### src/rtl/weight_fetch_streamer_pkg.sv
// Shared types for the weight fetch path.
// Buffer geometry, fetch FSM states and the command bundle.
package weight_pkg;

  localparam int WB_ADDR_W = 15;
  localparam int WB_DATA_W = 64;
  localparam int WB_DEPTH  = 32768;
  localparam int WB_LEN_W  = 16;

  typedef enum logic [1:0] {
    ST_IDLE,
    ST_FETCH,
    ST_DRAIN,
    ST_FINISH
  } fetch_state_t;

  typedef struct packed {
    logic [WB_ADDR_W-1:0] base_addr;
    logic [WB_LEN_W-1:0]  length;
  } fetch_cmd_t;

endpackage

### src/rtl/weight_fetch_streamer_if.sv
// Command, weight-buffer read port and weight stream bundle.
// master is the streamer side, slave is its environment.
interface weight_fetch_streamer_if #(
  parameter int ADDR_W = 15,
  parameter int DATA_W = 64,
  parameter int LEN_W  = 16
);

  logic              cmd_valid;
  logic              cmd_ready;
  logic [ADDR_W-1:0] cmd_base_addr;
  logic [LEN_W-1:0]  cmd_length;
  logic              abort;
  logic              mem_enable;
  logic              mem_write_en;
  logic [ADDR_W-1:0] mem_addr;
  logic [DATA_W-1:0] mem_read_data;
  logic              w_valid;
  logic              w_ready;
  logic [DATA_W-1:0] w_data;
  logic              w_last;
  logic              busy;
  logic              done;

  modport master (
    input  cmd_valid, cmd_base_addr, cmd_length, abort,
    input  mem_read_data, w_ready,
    output cmd_ready, mem_enable, mem_write_en, mem_addr,
    output w_valid, w_data, w_last, busy, done
  );

  modport slave (
    output cmd_valid, cmd_base_addr, cmd_length, abort,
    output mem_read_data, w_ready,
    input  cmd_ready, mem_enable, mem_write_en, mem_addr,
    input  w_valid, w_data, w_last, busy, done
  );

endinterface

### src/rtl/weight_fetch_streamer_fifo.sv
// Skid FIFO between the weight buffer read port and the MAC stream.
// Flush wins over a same-cycle push or pop.
module weight_stream_fifo #(
  parameter int DEPTH = 4,
  parameter int WIDTH = 64
) (
  input  logic                       clock,
  input  logic                       reset,
  input  logic                       flush,
  input  logic                       push,
  input  logic [WIDTH-1:0]           wdata,
  input  logic                       pop,
  output logic [WIDTH-1:0]           rdata,
  output logic [$clog2(DEPTH+1)-1:0] count,
  output logic                       empty,
  output logic                       full
);

  localparam int CW = $clog2(DEPTH + 1);
  localparam int PW = (DEPTH > 1) ? $clog2(DEPTH) : 1;

  logic [WIDTH-1:0] mem [DEPTH];
  logic [PW-1:0]    wr_ptr;
  logic [PW-1:0]    rd_ptr;
  logic             do_push;
  logic             do_pop;

  function automatic logic [PW-1:0] bump(input logic [PW-1:0] p);
    return (p == PW'(DEPTH - 1)) ? '0 : p + 1'b1;
  endfunction

  assign empty   = (count == '0);
  assign full    = (count == CW'(DEPTH));
  assign do_pop  = pop && !empty;
  assign do_push = push && (!full || do_pop);
  assign rdata   = mem[rd_ptr];

  always_ff @(posedge clock or posedge reset) begin
    if (reset) begin
      wr_ptr <= '0;
      rd_ptr <= '0;
      count  <= '0;
    end else if (flush) begin
      wr_ptr <= '0;
      rd_ptr <= '0;
      count  <= '0;
    end else begin
      if (do_push) wr_ptr <= bump(wr_ptr);
      if (do_pop)  rd_ptr <= bump(rd_ptr);
      unique case ({do_push, do_pop})
        2'b10:   count <= count + 1'b1;
        2'b01:   count <= count - 1'b1;
        default: count <= count;
      endcase
    end
  end

  always_ff @(posedge clock) begin
    if (do_push && !flush) mem[wr_ptr] <= wdata;
  end

endmodule

### src/rtl/weight_fetch_streamer.sv
// Streams a (base, length) range of 64-bit weights from the buffer
// to the MAC array, issuing reads only when the skid FIFO has room.
module weight_fetch_streamer
  import weight_pkg::*;
#(
  parameter int FIFO_DEPTH = 4,
  parameter int ADDR_W     = 15,
  parameter int DATA_W     = 64,
  parameter int LEN_W      = 16
) (
  input  logic                    clock,
  input  logic                    reset,
  weight_fetch_streamer_if.master bus
);

  localparam int CW = $clog2(FIFO_DEPTH + 1);

  generate
    if (FIFO_DEPTH < 3) begin : g_depth_chk
      $error("FIFO_DEPTH must be >= 3 for full throughput");
    end
  endgenerate

  fetch_state_t      state_q;
  fetch_state_t      state_d;
  fetch_cmd_t        cmd;
  logic [ADDR_W-1:0] addr_q;
  logic [LEN_W-1:0]  rem_q;
  logic [LEN_W-1:0]  beats_q;
  logic              inflight_q;
  logic [CW-1:0]     fifo_count;
  logic [CW:0]       occ;
  logic              fifo_empty;
  logic              fifo_full;
  logic [DATA_W-1:0] fifo_head;
  logic              active;
  logic              abort_act;
  logic              can_issue;
  logic              issue;
  logic              pop;

  assign cmd = '{
    base_addr: WB_ADDR_W'(bus.cmd_base_addr),
    length:    WB_LEN_W'(bus.cmd_length)
  };

  assign active    = (state_q == ST_FETCH) || (state_q == ST_DRAIN);
  assign abort_act = bus.abort && active;
  // Reads in flight count against the FIFO so returning data always fits.
  assign occ       = {1'b0, fifo_count} + (CW+1)'(inflight_q);
  assign can_issue = (occ < (CW+1)'(FIFO_DEPTH)) && !fifo_full;
  assign issue     = (state_q == ST_FETCH) && can_issue && !bus.abort;
  assign pop       = !fifo_empty && bus.w_ready;

  weight_stream_fifo #(
    .DEPTH(FIFO_DEPTH),
    .WIDTH(DATA_W)
  ) u_fifo (
    .clock(clock),
    .reset(reset),
    .flush(abort_act),
    .push (inflight_q),
    .wdata(bus.mem_read_data),
    .pop  (pop),
    .rdata(fifo_head),
    .count(fifo_count),
    .empty(fifo_empty),
    .full (fifo_full)
  );

  always_ff @(posedge clock or posedge reset) begin
    if (reset) state_q <= ST_IDLE;
    else       state_q <= state_d;
  end

  always_comb begin
    state_d = state_q;
    unique case (state_q)
      ST_IDLE: begin
        if (bus.cmd_valid)
          state_d = (cmd.length == '0) ? ST_FINISH : ST_FETCH;
      end
      ST_FETCH: begin
        if (bus.abort)
          state_d = ST_IDLE;
        else if (issue && rem_q == LEN_W'(1))
          state_d = ST_DRAIN;
      end
      ST_DRAIN: begin
        if (bus.abort)
          state_d = ST_IDLE;
        else if (pop && beats_q == LEN_W'(1))
          state_d = ST_FINISH;
      end
      ST_FINISH: state_d = ST_IDLE;
      default:   state_d = ST_IDLE;
    endcase
  end

  always_comb begin
    bus.cmd_ready    = (state_q == ST_IDLE);
    bus.busy         = (state_q != ST_IDLE);
    bus.done         = (state_q == ST_FINISH);
    bus.mem_enable   = issue;
    bus.mem_write_en = 1'b0;
    bus.mem_addr     = addr_q;
    bus.w_valid      = !fifo_empty;
    bus.w_data       = fifo_head;
    bus.w_last       = !fifo_empty && (beats_q == LEN_W'(1));
  end

  always_ff @(posedge clock or posedge reset) begin
    if (reset) begin
      addr_q     <= '0;
      rem_q      <= '0;
      beats_q    <= '0;
      inflight_q <= 1'b0;
    end else begin
      inflight_q <= issue;
      if (state_q == ST_IDLE && bus.cmd_valid) begin
        addr_q  <= ADDR_W'(cmd.base_addr);
        rem_q   <= LEN_W'(cmd.length);
        beats_q <= LEN_W'(cmd.length);
      end else if (abort_act) begin
        rem_q   <= '0;
        beats_q <= '0;
      end else begin
        if (issue) begin
          addr_q <= addr_q + 1'b1;
          rem_q  <= rem_q - 1'b1;
        end
        if (pop) beats_q <= beats_q - 1'b1;
      end
    end
  end

endmodule

### src/flat_wrapper.sv
// flat-port wrapper written by rule: the top's interface ports become plain ports
module weight_fetch_streamer_flat import weight_pkg::*;
#(
  parameter int FIFO_DEPTH = 4,
  parameter int ADDR_W     = 15,
  parameter int DATA_W     = 64,
  parameter int LEN_W      = 16
)
  (clock, reset, bus_cmd_valid, bus_cmd_base_addr, bus_cmd_length, bus_abort, bus_mem_read_data, bus_w_ready, bus_cmd_ready, bus_mem_enable, bus_mem_write_en, bus_mem_addr, bus_w_valid, bus_w_data, bus_w_last, bus_busy, bus_done);
  weight_fetch_streamer_if #(.ADDR_W(ADDR_W), .DATA_W(DATA_W), .LEN_W(LEN_W)) bus_i ();
  input  logic clock;
  input  logic reset;
  input wire logic [$bits(bus_i.cmd_valid)-1:0] bus_cmd_valid;
  input wire logic [$bits(bus_i.cmd_base_addr)-1:0] bus_cmd_base_addr;
  input wire logic [$bits(bus_i.cmd_length)-1:0] bus_cmd_length;
  input wire logic [$bits(bus_i.abort)-1:0] bus_abort;
  input wire logic [$bits(bus_i.mem_read_data)-1:0] bus_mem_read_data;
  input wire logic [$bits(bus_i.w_ready)-1:0] bus_w_ready;
  output wire logic [$bits(bus_i.cmd_ready)-1:0] bus_cmd_ready;
  output wire logic [$bits(bus_i.mem_enable)-1:0] bus_mem_enable;
  output wire logic [$bits(bus_i.mem_write_en)-1:0] bus_mem_write_en;
  output wire logic [$bits(bus_i.mem_addr)-1:0] bus_mem_addr;
  output wire logic [$bits(bus_i.w_valid)-1:0] bus_w_valid;
  output wire logic [$bits(bus_i.w_data)-1:0] bus_w_data;
  output wire logic [$bits(bus_i.w_last)-1:0] bus_w_last;
  output wire logic [$bits(bus_i.busy)-1:0] bus_busy;
  output wire logic [$bits(bus_i.done)-1:0] bus_done;
  assign bus_i.cmd_valid = bus_cmd_valid;
  assign bus_i.cmd_base_addr = bus_cmd_base_addr;
  assign bus_i.cmd_length = bus_cmd_length;
  assign bus_i.abort = bus_abort;
  assign bus_i.mem_read_data = bus_mem_read_data;
  assign bus_i.w_ready = bus_w_ready;
  assign bus_cmd_ready = bus_i.cmd_ready;
  assign bus_mem_enable = bus_i.mem_enable;
  assign bus_mem_write_en = bus_i.mem_write_en;
  assign bus_mem_addr = bus_i.mem_addr;
  assign bus_w_valid = bus_i.w_valid;
  assign bus_w_data = bus_i.w_data;
  assign bus_w_last = bus_i.w_last;
  assign bus_busy = bus_i.busy;
  assign bus_done = bus_i.done;
  weight_fetch_streamer #(.FIFO_DEPTH(FIFO_DEPTH), .ADDR_W(ADDR_W), .DATA_W(DATA_W), .LEN_W(LEN_W)) u_core (.clock(clock), .reset(reset), .bus(bus_i));
endmodule
### config.mk
export PLATFORM = sky130hd
export DESIGN_NAME = weight_fetch_streamer_flat
export DESIGN_NICKNAME = d
export VERILOG_FILES = /design/src/rtl/weight_fetch_streamer_pkg.sv /design/src/rtl/weight_fetch_streamer_if.sv /design/src/rtl/weight_fetch_streamer_fifo.sv /design/src/rtl/weight_fetch_streamer.sv /design/src/flat_wrapper.sv
export SDC_FILE = /design/constraint.sdc
export NUM_CORES = 1
export LEC_CHECK = 0
export ABC_AREA = 1
export CAP_MARGIN = 10
export CORE_AREA = 4 4 169 171
export CTS_CLUSTER_DIAMETER = 30
export DETAILED_ROUTE_END_ITERATION = 6
export DIE_AREA = 0 0 173 175
export PLACE_DENSITY = 0.75
export REMOVE_ABC_BUFFERS = 1
export SETUP_SLACK_MARGIN = 0.4
export SLEW_MARGIN = 20
export SYNTH_ARGS = -nofsm -noshare
export SYNTH_HDL_FRONTEND = slang
export SYNTH_SLANG_ARGS = --single-unit
### constraint.sdc
create_clock -name clock -period 8 [get_ports clock]
set_input_delay 2 -clock clock [delete_from_list [all_inputs] [get_ports clock]]
set_output_delay 2 -clock clock [all_outputs]
set_load 0.1 [all_outputs]
==> impl_metrics.py <==
metrics = {
    "sta": {
        "slew-limit-headroom": 0.286,
        "skew_ps": 15.6,
        "tns_ps": 0,
        "rsz0062_at_grt": "no",
        "period_needed_ps": 6230,
        "hold_viol": 0,
        "tightest_slew_ps": 1070,
        "fin_crit_sh": 0.779,
        "max_freq_ghz": 0.160,
        "maxSlewViolCount": 0,
        "finalSetupViolCount": 0,
    },
    "place": {
        "portBuffers": 184,
        "post-dp-hpwl_um": 19000,
        "place.gp.congestion": 0.892,
    },
    "logic_synthesis": {
        "synth_cell_types": 45,
        "avgSynthCellArea_um2": 11.1,
        "syn-instance-count": 1208,
        "synth_enable_flop_cells": 256,
        "synth_area_um2": 13400,
        "ys_seq_elements": 313,
        "yosys_most_used_dff": "edfxtp_1",
        "ys.warnings.count": 0,
        "async_reset_ff_frac": 0.182,
        "ys_seq_area_frac": 0.679,
    },
    "worst_setup_path": {
        "critPathLaunch": "bus_abort",
        "end_kind": "output port",
        "critPathRequiredTime_ps": 6000,
        "path_max_fanout": 16,
        "worstPathArrival_ps": 4230,
        "start_kind": "primary input",
        "crit_type": "in2out",
        "rr_startpoint": "u_core.state_q[0]",
    },
    "route": {
        "wire_per_inst_um": 17.4,
        "first_iter_violations": 745,
        "firstDrtPassIters": 5,
        "postRouteAntennaNets": 0,
        "route.detailed.drc": 0,
        "num_vias": 9670,
        "via_per_inst": 5.39,
        "routed_wl_um": 31200,
    },
    "clock_network": {
        "cts_root_buf": "clkbuf_16",
        "holdBufCountCts": 0,
        "cts_setup_buffers": 0,
        "cts.sinks": 313,
        "cts_inserted_buffers": 57,
        "cts_buffer_depth": 3,
        "clock_latency_ps": 550,
        "htreeDepth": 2,
        "cts_tree": "built",
        "ctsResizeCount": 0,
        "clkSlewWorstSetupHoldPaths_ps": 40,
    },
    "finish": {
        "drive_gt1_frac": 0.0983,
        "nNetsFinal": 1523,
        "fillers": 2016,
        "insertedDiodeCount": 0,
        "layout_commonest_cell": "edfxtp_1",
        "syn2layout_area_growth_pct": 30.9,
        "final_cell_mix": "edfxtp_1 (256), nor2_1 (218), clkdlybuf4s50_1 (184)",
    },
    "die": {
        "die_area_um2": 30300,
        "num_io_pins": 186,
        "die_x_um": 173,
        "core_area_um2": 26900,
        "initial_core_util": 0.499,
        "die_y_um": 175,
        "rows": 60,
    },
    "outcome": {
        "status": "finished clean",
    },
    "worst_hold_path": {
        "min_from": "u_core.beats_q[1]",
        "hold_class": "reg2reg",
    },
    "global_route": {
        "grt_overflow": 0,
        "grt_pass1_wl_um": 49200,
        "grt_pass1_vias": 9512,
        "grt_usage": 0.201,
        "grt_antenna_before_repair": 3,
        "grt_max_degree": 75,
    },
    "job": {
        "timing.max_cap.violations": 0,
    },
}
## final timing paths
check                                            to  slack, ps  depth (start not counted)
min reg2reg                       u_core.beats_q[1]        500                          2
max reg2reg                u_core.u_fifo.mem[1][24]       5020                          6
max in group asynchronous   u_core.u_fifo.rd_ptr[0]       5390                          3
max                                  bus_mem_enable       1770                          5
min                               u_core.beats_q[1]        500                          2
min in group asynchronous   u_core.bus.mem_addr[14]       2000                          3
## routing by layer
layer	share of wire	vias to the layer above	track usage
li1	-	4688	-
met1	0.42	4575	0.262
met2	0.48	336	0.332
met3	0.073	65	0.0502
met4	0.024	6	0.0688
met5	0.0011	-	0
## cell type report
type	count	area [µm²]	area share
Sequential cell	313	9120	0.519
Multi-Input combinational cell	770	3810	0.217
Timing Repair Buffer	195	1940	0.111
Clock buffer	73	1580	0.0899
Tap cell	341	427	0.0243
Clock inverter	32	407	0.0232
Inverter	71	275	0.0157
## flip-flops by register name, summed over array words and instances, names as in the netlist
| signal | count |
|---|---|
| u_core.u_fifo.rd_ptr | 2 |
| u_core.u_fifo.count | 3 |
| u_core.u_fifo.mem | 256 |
| u_core.rem_q | 16 |
| u_core.beats_q | 16 |
| u_core.u_fifo.wr_ptr | 2 |
| u_core.inflight_q | 1 |
| u_core.state_q | 2 |
| u_core.bus.mem_addr | 15 |
## synthesized netlist by cell type, types with 2 or more instances
library cell	number	area (µm²)
o211ai_1	5	37.5
inv_1	62	233
xor2_1	2	17.5
nor3_1	10	50.1
a21oi_1	14	70.1
o21ai_0	151	756
clkbuf_1	32	120
dfrtp_1	57	1430
a31oi_1	4	25.0
a21oi_2	2	17.5
nand4_1	12	75.1
inv_2	7	26.3
o22ai_1	67	419
buf_2	18	90.1
nand3_1	55	275
ha_1	14	175
edfxtp_1	256	7690
buf_6	3	33.8
nand2_1	166	623
nor2_1	222	833
o21bai_1	4	30.0
nand2_2	2	12.5
nor2_2	2	12.5
o21ai_1	12	60.1
nand2_4	5	56.3
nor2_4	5	56.3
## critical path: stages
cell and delay (ps):
clkdlybuf4s50_1 530, inv_2 120, nand3_4 90, nor2_8 280, clkdlybuf4s50_1 1210
## cell families (layout without fill, tap and decap cells)
logic type | count (synthesis) | in the layout | synth area share
and+or+nand+nor | 486 | 486 | 0.155
DFF | 313 | 313 | 0.679
buffers and inverters | 125 | 371 | 0.0392
adders and majority gates | 15 | 15 | 0.0145
AOI/OAI and AO/OA | 265 | 265 | 0.110
other | 1 | 1 | 0.000279
xor gates and xnor gates | 3 | 3 | 0.00196
## per-stage QoR
step                 util  hold WS, ps  instances  instance area (µm²)  setup slack, ps
finish              0.653          502       1795                17600             1770
global route        0.653          545       1795                17600             1690
CTS                 0.653          511       1795                17600             1760
detailed placement  0.580          498       1690                15600             1760
global placement    0.579          488       1689                15500             1780
floorplan               -          469       1154                13200             1630
Power is not shown: default switching activity piles up to over one toggle a cycle in this logic, so the estimate is an artifact.
